==> config.mk <==
export PLATFORM = sky130hd
export DESIGN_NAME = piccolo128_seq_ctrl
export DESIGN_NICKNAME = d
export VERILOG_FILES = /design/src/rtl/piccolo128_seq_ctrl.sv
export SDC_FILE = /design/constraint.sdc
export NUM_CORES = 1
export LEC_CHECK = 0
export CORE_AREA = 4 4 254 256
export CTS_BUF_LIST = sky130_fd_sc_hd__clkbuf_16
export DETAILED_ROUTE_END_ITERATION = 7
export DIE_AREA = 0 0 258 260
export SYNTH_ARGS = -nofsm -noshare
export SYNTH_HDL_FRONTEND = slang
export SYNTH_SLANG_ARGS = --single-unit
==> constraint.sdc <==
create_clock -name clk -period 3.18 [get_ports clk]
set_input_delay 0.318 -clock clk [delete_from_list [all_inputs] [get_ports clk]]
set_output_delay 0.318 -clock clk [all_outputs]
set_load 0.01 [all_outputs]
==> src/rtl/piccolo128_seq_ctrl.sv <==
// Piccolo-128 iteration controller: whitening, round-core sequencing, output permutation.
// Optional abort input enabled by defining PICCOLO_CTRL_ABORT_EN.
// Bit numbering of data ports is MSB-first: spec bit i maps to vector bit (W-1-i).
module piccolo128_seq_ctrl #(
  parameter int unsigned ROUNDS = 31,
  parameter int unsigned UNROLL = 1,
  parameter int unsigned CNT_W  = 5
) (
  input  logic              clk,
  input  logic              reset,
  input  logic              in_valid,
  output logic              in_ready,
  input  logic [63:0]       in_pt,
  input  logic [127:0]      in_key,
  output logic              out_valid,
  input  logic              out_ready,
  output logic [63:0]       out_ct,
  output logic              busy,
  output logic [63:0]       core_state_o,
  output logic [127:0]      core_key_o,
  output logic [CNT_W-1:0]  core_rnd_o,
  output logic [CNT_W-1:0]  core_cnt_o,
  input  logic [63:0]       core_state_i,
  input  logic [127:0]      core_key_i
`ifdef PICCOLO_CTRL_ABORT_EN
  ,
  input  logic              abort
`endif
);

  localparam int unsigned SUM_W = CNT_W + 1;

  typedef enum logic [1:0] {S_IDLE, S_RUN, S_DONE} state_e;

  state_e              state_q, state_d;
  logic [63:0]         st_q, st_d;
  logic [127:0]        key_q, key_d;
  logic [31:0]         wk_q, wk_d;
  logic [CNT_W-1:0]    rnd_q, rnd_d;
  logic [CNT_W-1:0]    cnt_q, cnt_d;
  logic [63:0]         ct_q, ct_d;
  logic                out_valid_q, out_valid_d;
  logic                in_ready_q, in_ready_d;
  logic                busy_q, busy_d;

  logic                abort_c;
  logic [15:0]         wk0_c, wk1_c, wk2_c, wk3_c;
  logic [63:0]         st_white_c;
  logic [63:0]         ct_perm_c;
  logic [SUM_W-1:0]    sum_c;

`ifdef PICCOLO_CTRL_ABORT_EN
  assign abort_c = abort;
`else
  assign abort_c = 1'b0;
`endif

  // Rounds the core must execute in the pass starting at round r.
  function automatic logic [CNT_W-1:0] pass_cnt(input logic [CNT_W-1:0] r);
    logic [SUM_W-1:0] rem;
    rem = SUM_W'(ROUNDS) - SUM_W'(r);
    if (rem > SUM_W'(UNROLL)) return CNT_W'(UNROLL);
    else                      return CNT_W'(rem);
  endfunction

  // Whitening keys and whitened input state.
  assign wk0_c      = {in_key[127:120], in_key[103:96]};
  assign wk1_c      = {in_key[111:104], in_key[119:112]};
  assign wk2_c      = {in_key[63:56],   in_key[7:0]};
  assign wk3_c      = {in_key[15:8],    in_key[55:48]};
  assign st_white_c = {in_pt[63:48] ^ wk0_c, in_pt[47:32], in_pt[31:16] ^ wk1_c, in_pt[15:0]};

  // Final byte permutation with output whitening of the core result.
  assign ct_perm_c = {{core_state_i[15:8], core_state_i[39:32]} ^ wk_q[31:16],
                      core_state_i[63:56], core_state_i[23:16],
                      {core_state_i[47:40], core_state_i[7:0]} ^ wk_q[15:0],
                      core_state_i[31:24], core_state_i[55:48]};

  assign sum_c = SUM_W'(rnd_q) + SUM_W'(cnt_q);

  // Next-state and datapath register updates.
  always_comb begin
    state_d = state_q;
    st_d    = st_q;
    key_d   = key_q;
    wk_d    = wk_q;
    rnd_d   = rnd_q;
    cnt_d   = cnt_q;
    ct_d    = ct_q;
    unique case (state_q)
      S_IDLE: begin
        if (in_valid) begin
          st_d    = st_white_c;
          key_d   = {in_key[95:0], in_key[127:96]};
          wk_d    = {wk2_c, wk3_c};
          rnd_d   = '0;
          cnt_d   = pass_cnt('0);
          state_d = S_RUN;
        end
      end
      S_RUN: begin
        if (abort_c) begin
          rnd_d   = '0;
          state_d = S_IDLE;
        end else begin
          st_d  = core_state_i;
          key_d = core_key_i;
          rnd_d = CNT_W'(sum_c);
          if (sum_c == SUM_W'(ROUNDS)) begin
            ct_d    = ct_perm_c;
            state_d = S_DONE;
          end else begin
            cnt_d = pass_cnt(CNT_W'(sum_c));
          end
        end
      end
      S_DONE: begin
        if (abort_c) begin
          rnd_d   = '0;
          state_d = S_IDLE;
        end else if (out_ready) begin
          state_d = S_IDLE;
        end
      end
      default: state_d = S_IDLE;
    endcase
    in_ready_d  = (state_d == S_IDLE);
    busy_d      = (state_d != S_IDLE);
    out_valid_d = (state_d == S_DONE);
  end

  // State and output registers with synchronous reset.
  always_ff @(posedge clk) begin
    if (reset) begin
      state_q     <= S_IDLE;
      st_q        <= '0;
      key_q       <= '0;
      wk_q        <= '0;
      rnd_q       <= '0;
      cnt_q       <= '0;
      ct_q        <= '0;
      out_valid_q <= 1'b0;
      in_ready_q  <= 1'b1;
      busy_q      <= 1'b0;
    end else begin
      state_q     <= state_d;
      st_q        <= st_d;
      key_q       <= key_d;
      wk_q        <= wk_d;
      rnd_q       <= rnd_d;
      cnt_q       <= cnt_d;
      ct_q        <= ct_d;
      out_valid_q <= out_valid_d;
      in_ready_q  <= in_ready_d;
      busy_q      <= busy_d;
    end
  end

  assign in_ready     = in_ready_q;
  assign out_valid    = out_valid_q;
  assign busy         = busy_q;
  assign out_ct       = ct_q;
  assign core_state_o = st_q;
  assign core_key_o   = key_q;
  assign core_rnd_o   = rnd_q;
  assign core_cnt_o   = cnt_q;

endmodule

==> flow_summary.ini, run 1 <==
[critical_path]
path_buf_inv = 0
required_ns = 3.56
worstRegToRegCells = 7
critical_path.startpoint = core_cnt_o[0]$_SDFFE_PP0P_
start_kind = register
critPathMaxFanout = 32
critPathMaxStageDelay_ns = 0.75
path_delay_family = simple AND/OR/NAND/NOR gates
crit_slowest_cell = nor2_4
r2r_slack_ns = 0.42
crit_arrival_ns = 3.14
cp_num_cells = 7
path_cells = ha_1 > fa_1 > and3_1 > o21ai_0 > nand4_1 > nor2_4 > a211oi_1
rr_startpoint = core_cnt_o[0]$_SDFFE_PP0P_
crit_type = reg -> reg
critPathCaptureType = register
endpoint = out_ct[48]$_SDFFE_PP0P_
timing.rr.end = out_ct[48]$_SDFFE_PP0P_

[clocking]
cts-resized-gates = 0
ctsHoldBuffers = 0
cts_setup_buffers = 0
cts_buffer_depth = 3
clk_pin_slew_ns = 0.06
cts_max_level = 2
clkLatencyLatePin_ns = 0.55
root_buffer = clkbuf_16
tritoncts.num_buffers = 39
cts_sinks = 303
cts_tree = yes

[power_and_ir_drop]
powerDensity_nw_per_um2 = 505
leakage_nw = 7.96
vdd.ir_drop.worst_mv = 0.354

[grt]
grt_pass1_vias = 14500
grt_pass1_wl_um = 90800
grtUsageTotal = 0.175
antenna_found_initial = 8
overflow = 0
grt_max_degree = 102

[timing]
setup-tns-final_ns = 0
fin_ws_ns = 0.424
worst_pin_slew_ns = 0.894
finalClockSkew_ns = 0.0257
setup_violations = 0
rsz0062_at_grt = no
hold_violations = 0
fmax_mhz = 363
finalCriticalPeriod_ns = 2.76
final_max_slew_viol_count = 0
slew_headroom = 0.402
min_period_over_period = 0.867

[layout]
fin_cells = 3093
regArea_um2 = 6070
multiInputGateArea_um2 = 6130
layout.nets = 2607
nFillCells = 6498
layout-drive-gt1-share = 0.0473
syn_to_final_growth_pct = 66.0
design_area_um2 = 21600

[placement]
place_area_um2 = 20300
port_buffers = 656
numPlacedInstances = 3018
dp_hpwl_um = 46600
post-place-ws_ns = 0.391
routabilityCongestion = 0.901

[die]
rows = 92
start_util = 0.208
core_area_um2 = 62500
dieArea_um2 = 67100
fp.dieW_um = 258
num_io_pins = 657
die_h_um = 260

[synth]
ys_seq_elements = 303
yosys_most_used_dff = dfxtp_1
yosys.area.top_type = dfxtp_1
synth_most_common_cell = nand2_1
synth_xor_xnor_area_share = 0.0438
synthMuxAreaShare = 0
ys_async_sr_fraction = 0
synth_edf_count = 0
syn-num-nets = 2029
syn_inst = 1635
ys_top_cells_by_count = nand2_1 (322), dfxtp_1 (303), nor2_1 (297), a21oi_1 (135), a311oi_1 (122)
ys_warn_count = 0
synthAdderAreaFrac = 0.00636
yosysUniqueCellTypes = 43
netlist_area_um2 = 13000
synth_top_area_share = 0.467
synth-simple-area-share = 0.216
avgSynthCellArea_um2 = 7.94
synth_compound_area_frac = 0.202
synth_top_family_by_area = simple AND/OR/NAND/NOR gates
synth-seq-area-share = 0.467
synth_area_leaders = dfxtp_1 (47%), nand2_1 (9.3%), nor2_1 (8.6%)

[drt]
firstDrtPassIters = 5
drc_errors = 0
wl_um = 62200
drtAntennaViolNets = 0
num_vias = 14100
viasPerCell = 4.57
wl_per_cell_um = 20.1
first_iter_violations = 871

[run_status]
status = complete, no violations

[flow_run]
drv_cap = 0

[worst_hold_path]
hold_class = in -> reg
-- kinds of logic (layout without fill, tap and decap cells) --
| kind of cell | after synthesis | after routing |
|---|---|---|
| other | 0 | 5 |
| AOI/OAI and AO/OA | 372 | 372 |
| and+or+nand+nor | 705 | 705 |
| adders and majority gates | 6 | 6 |
| DFF | 303 | 303 |
| buffers and inverters | 184 | 791 |
| xor gates and xnor gates | 65 | 65 |
-- state kept, by name, summed over array words and instances (netlist names) --
| name | flops |
|---|---|
| out_valid | 1 |
| core_state_o | 64 |
| in_ready | 1 |
| core_key_o | 128 |
| core_cnt_o | 5 |
| busy | 1 |
| state_q | 2 |
| wk_q | 32 |
| core_rnd_o | 5 |
| out_ct | 64 |
-- power breakdown --
part / internal, mW / total (mW) / leakage (nW) / switching (mW)
Combinational: 1.25 / 2.38 / 4.84 / 1.14
Clock: 2.45 / 4.25 / 0.624 / 1.79
Sequential: 4.10 / 4.27 / 2.50 / 0.174
-- per-layer routing --
layer,part of all wire,vias to the layer above,track usage
met5,0.00066,-,0
met3,0.093,106,0.0646
met1,0.40,6691,0.203
met2,0.47,552,0.300
li1,-,6794,-
met4,0.031,6,0.0591
-- worst min-delay path by stage --
stage / start / to / slack (ns) / cells after the start
2_1_floorplan: wk_q[0]$_SDFFE_PP0P_ / wk_q[0]$_SDFFE_PP0P_ / 0.45 / 2
3_3_place_gp: wk_q[25]$_SDFFE_PP0P_ / wk_q[25]$_SDFFE_PP0P_ / 0.45 / 2
3_5_place_dp: wk_q[18]$_SDFFE_PP0P_ / wk_q[18]$_SDFFE_PP0P_ / 0.46 / 2
4_1_cts: reset / core_state_o[58]$_SDFFE_PP0P_ / 0.23 / 2
5_1_grt: reset / core_state_o[58]$_SDFFE_PP0P_ / 0.26 / 2
6_report: reset / core_state_o[58]$_SDFFE_PP0P_ / 0.24 / 2
-- per-stage QoR --
step,total power [mW],hold slack [ns],util
3_3_place_gp,6.73,0.455,0.325
4_1_cts,11.1,0.228,0.345
6_report,10.9,0.242,0.345
3_5_place_dp,6.76,0.461,0.325
2_1_floorplan,5.33,0.449,-
5_1_grt,11.4,0.257,0.345
-- placed cells by master, fill, tap and decap left out, types with 2 or more instances in the layout --
cell type,instances
a221oi_1,32
a311oi_2,5
nor2_1,295
clkbuf_16,40
nor4b_1,3
buf_12,12
bufinv_16,2
clkinv_4,3
xnor2_1,64
nor3_1,33
inv_6,2
and3_1,2
a21o_1,2
a22oi_1,3
clkinv_1,7
a311oi_1,122
inv_1,44
nor2_4,3
nand3_1,35
clkinvlp_4,2
a211oi_1,32
dfxtp_2,2
nand2_1,322
diode_2,5
a21oi_1,135
clkdlybuf4s50_1,655
dfxtp_1,301
ha_1,5
o21ai_0,35
clkinv_2,4
buf_4,18
-- cell type report --
cell class | instances | area share
antenna | 5 | 0.000580
clock buffer | 40 | 0.0464
clock inverter | 30 | 0.00998
inverter | 35 | 0.00609
multi-input combinational | 1148 | 0.284
sequential | 303 | 0.281
tap | 846 | 0.0491
timing repair buffer | 686 | 0.322
(Power assumes the default switching activity.)
==> run 2: changes to the inputs <==
- ABC_AREA: not set -> 0
- RECOVER_POWER: not set -> 100
- clock period: 3.18 -> 2.3 ns (I/O delays scaled with it)
==> flow_summary.ini, run 2 (synthesis results as in run 1) <==
[timing]
finalClockSkew_ns = 0.0166
worst_pin_slew_ns = 0.808
finalCriticalPeriod_ns = 2.26
rsz0062_at_grt = yes
min_period_over_period = 0.982
final_max_slew_viol_count = 0
setup_violations = 0
hold_violations = 0
slew_headroom = 0.462
fmax_mhz = 443

[grt]
grt_max_degree = 85
grt_pass1_wl_um = 91600
antenna_found_initial = 6
grt_pass1_vias = 14200
grtUsageTotal = 0.179
overflow = 0

[placement]
port_buffers = 656
routabilityCongestion = 0.905
dp_hpwl_um = 48300

[die]
rows = 92
dieArea_um2 = 67100
num_io_pins = 657
core_area_um2 = 62500
die_h_um = 260
fp.dieW_um = 258
start_util = 0.208

[clocking]
cts_max_level = 2
cts_buffer_depth = 3
clk_pin_slew_ns = 0.06
tritoncts.num_buffers = 39
clkLatencyLatePin_ns = 0.56
cts_sinks = 303
root_buffer = clkbuf_16
cts_tree = yes

[layout]
diodes = 0
layout_common_cells = clkdlybuf4s50_1 (386), nand2_1 (322), dfxtp_1 (301)
finish.utilization = 0.355
nFillCells = 6448
layout.nets = 2645
regArea_um2 = 6070
layout_commonest_cell = clkdlybuf4s50_1
syn_to_final_growth_pct = 70.6
largest_reg_flops = 128
multiInputGateArea_um2 = 6190
layout-drive-gt1-share = 0.0680

[power_and_ir_drop]
power_mw = 15.5
powerDensity_nw_per_um2 = 699
leakage_nw = 8.92
vdd.ir_drop.worst_mv = 0.454

[drt]
drc_errors = 0
wl_per_cell_um = 20.7
first_iter_violations = 780
wl_um = 64700
firstDrtPassIters = 6
drtAntennaViolNets = 0
num_vias = 14400
viasPerCell = 4.60

[worst_hold_path]
hold_class = in -> reg
hold_depth = 2

[critical_path]
critPathMaxFanout = 8
worstRegToRegCells = 9
critPathCaptureType = register
start_kind = register
crit_type = reg -> reg
crit_arrival_ns = 2.67
required_ns = 2.71

[run_status]
status = complete, no violations

[flow_run]
drv_cap = 0
-- run 2: path summary, 6_finish.rpt --
check / from / to / slack, ns
max: core_rnd_o[0]$_SDFFE_PP0P_ / out_ct[24]$_SDFFE_PP0P_ / 0.04
min: reset / core_state_o[22]$_SDFFE_PP0P_ / 0.14
max reg2reg: core_rnd_o[0]$_SDFFE_PP0P_ / out_ct[24]$_SDFFE_PP0P_ / 0.04
min reg2reg: wk_q[16]$_SDFFE_PP0P_ / wk_q[16]$_SDFFE_PP0P_ / 0.47
-- run 2: power by group --
group	internal [mW]	switching, mW
Clock	3.84	2.54
Sequential	5.66	0.229
Combinational	1.62	1.60
Total	11.1	4.37
-- run 2: layer usage --
layer,GRT usage,vias up,part of all wire
li1,-,6861,-
met1,0.208,6834,0.39
met2,0.312,579,0.49
met3,0.0581,101,0.088
met4,0.0586,8,0.032
met5,0,-,0.00083
-- run 2: critical path, stage by stage (launching register included) --
cell	delay (ns)
dfxtp_1	0.31
ha_2	0.20
fa_2	0.35
and3_4	0.17
or3_4	0.38
and4_4	0.18
buf_12	0.15
clkbuf_16	0.17
a21oi_1	0.14
a211oi_1	0.07
-- run 2: layout make-up --
type,instances,share of cell area
Clock buffer,40,0.0452
Clock inverter,31,0.0142
Inverter,35,0.00593
Multi-Input combinational cell,1148,0.279
Sequential cell,303,0.274
Tap cell,846,0.0478
Timing Repair Buffer,724,0.334
-- run 2: stage by stage --
stage	cell area (um^2)	cells	setup slack [ns]	TNS, ns	hold slack [ns]
after floorplan	13000	1635	0.0208	0	0.366
after global placement	20600	3044	0.0375	0	0.455
after detailed placement	20600	3044	-0.137	-3.73	0.461
after CTS	22000	3116	0.0254	0	0.123
after global routing	22200	3127	-0.0321	-0.336	0.142
final	22200	3127	0.0407	0	0.140
-- run 2: what timing repair did --
action / in CTS / in global routing
pin swaps: 3 / 10
setup endpoints to repair: 67 / 67
gates cloned: 1 / 5
resized for setup: 5 / 18
buffers inserted: 0 / 6
hold buffers: 0 / 0
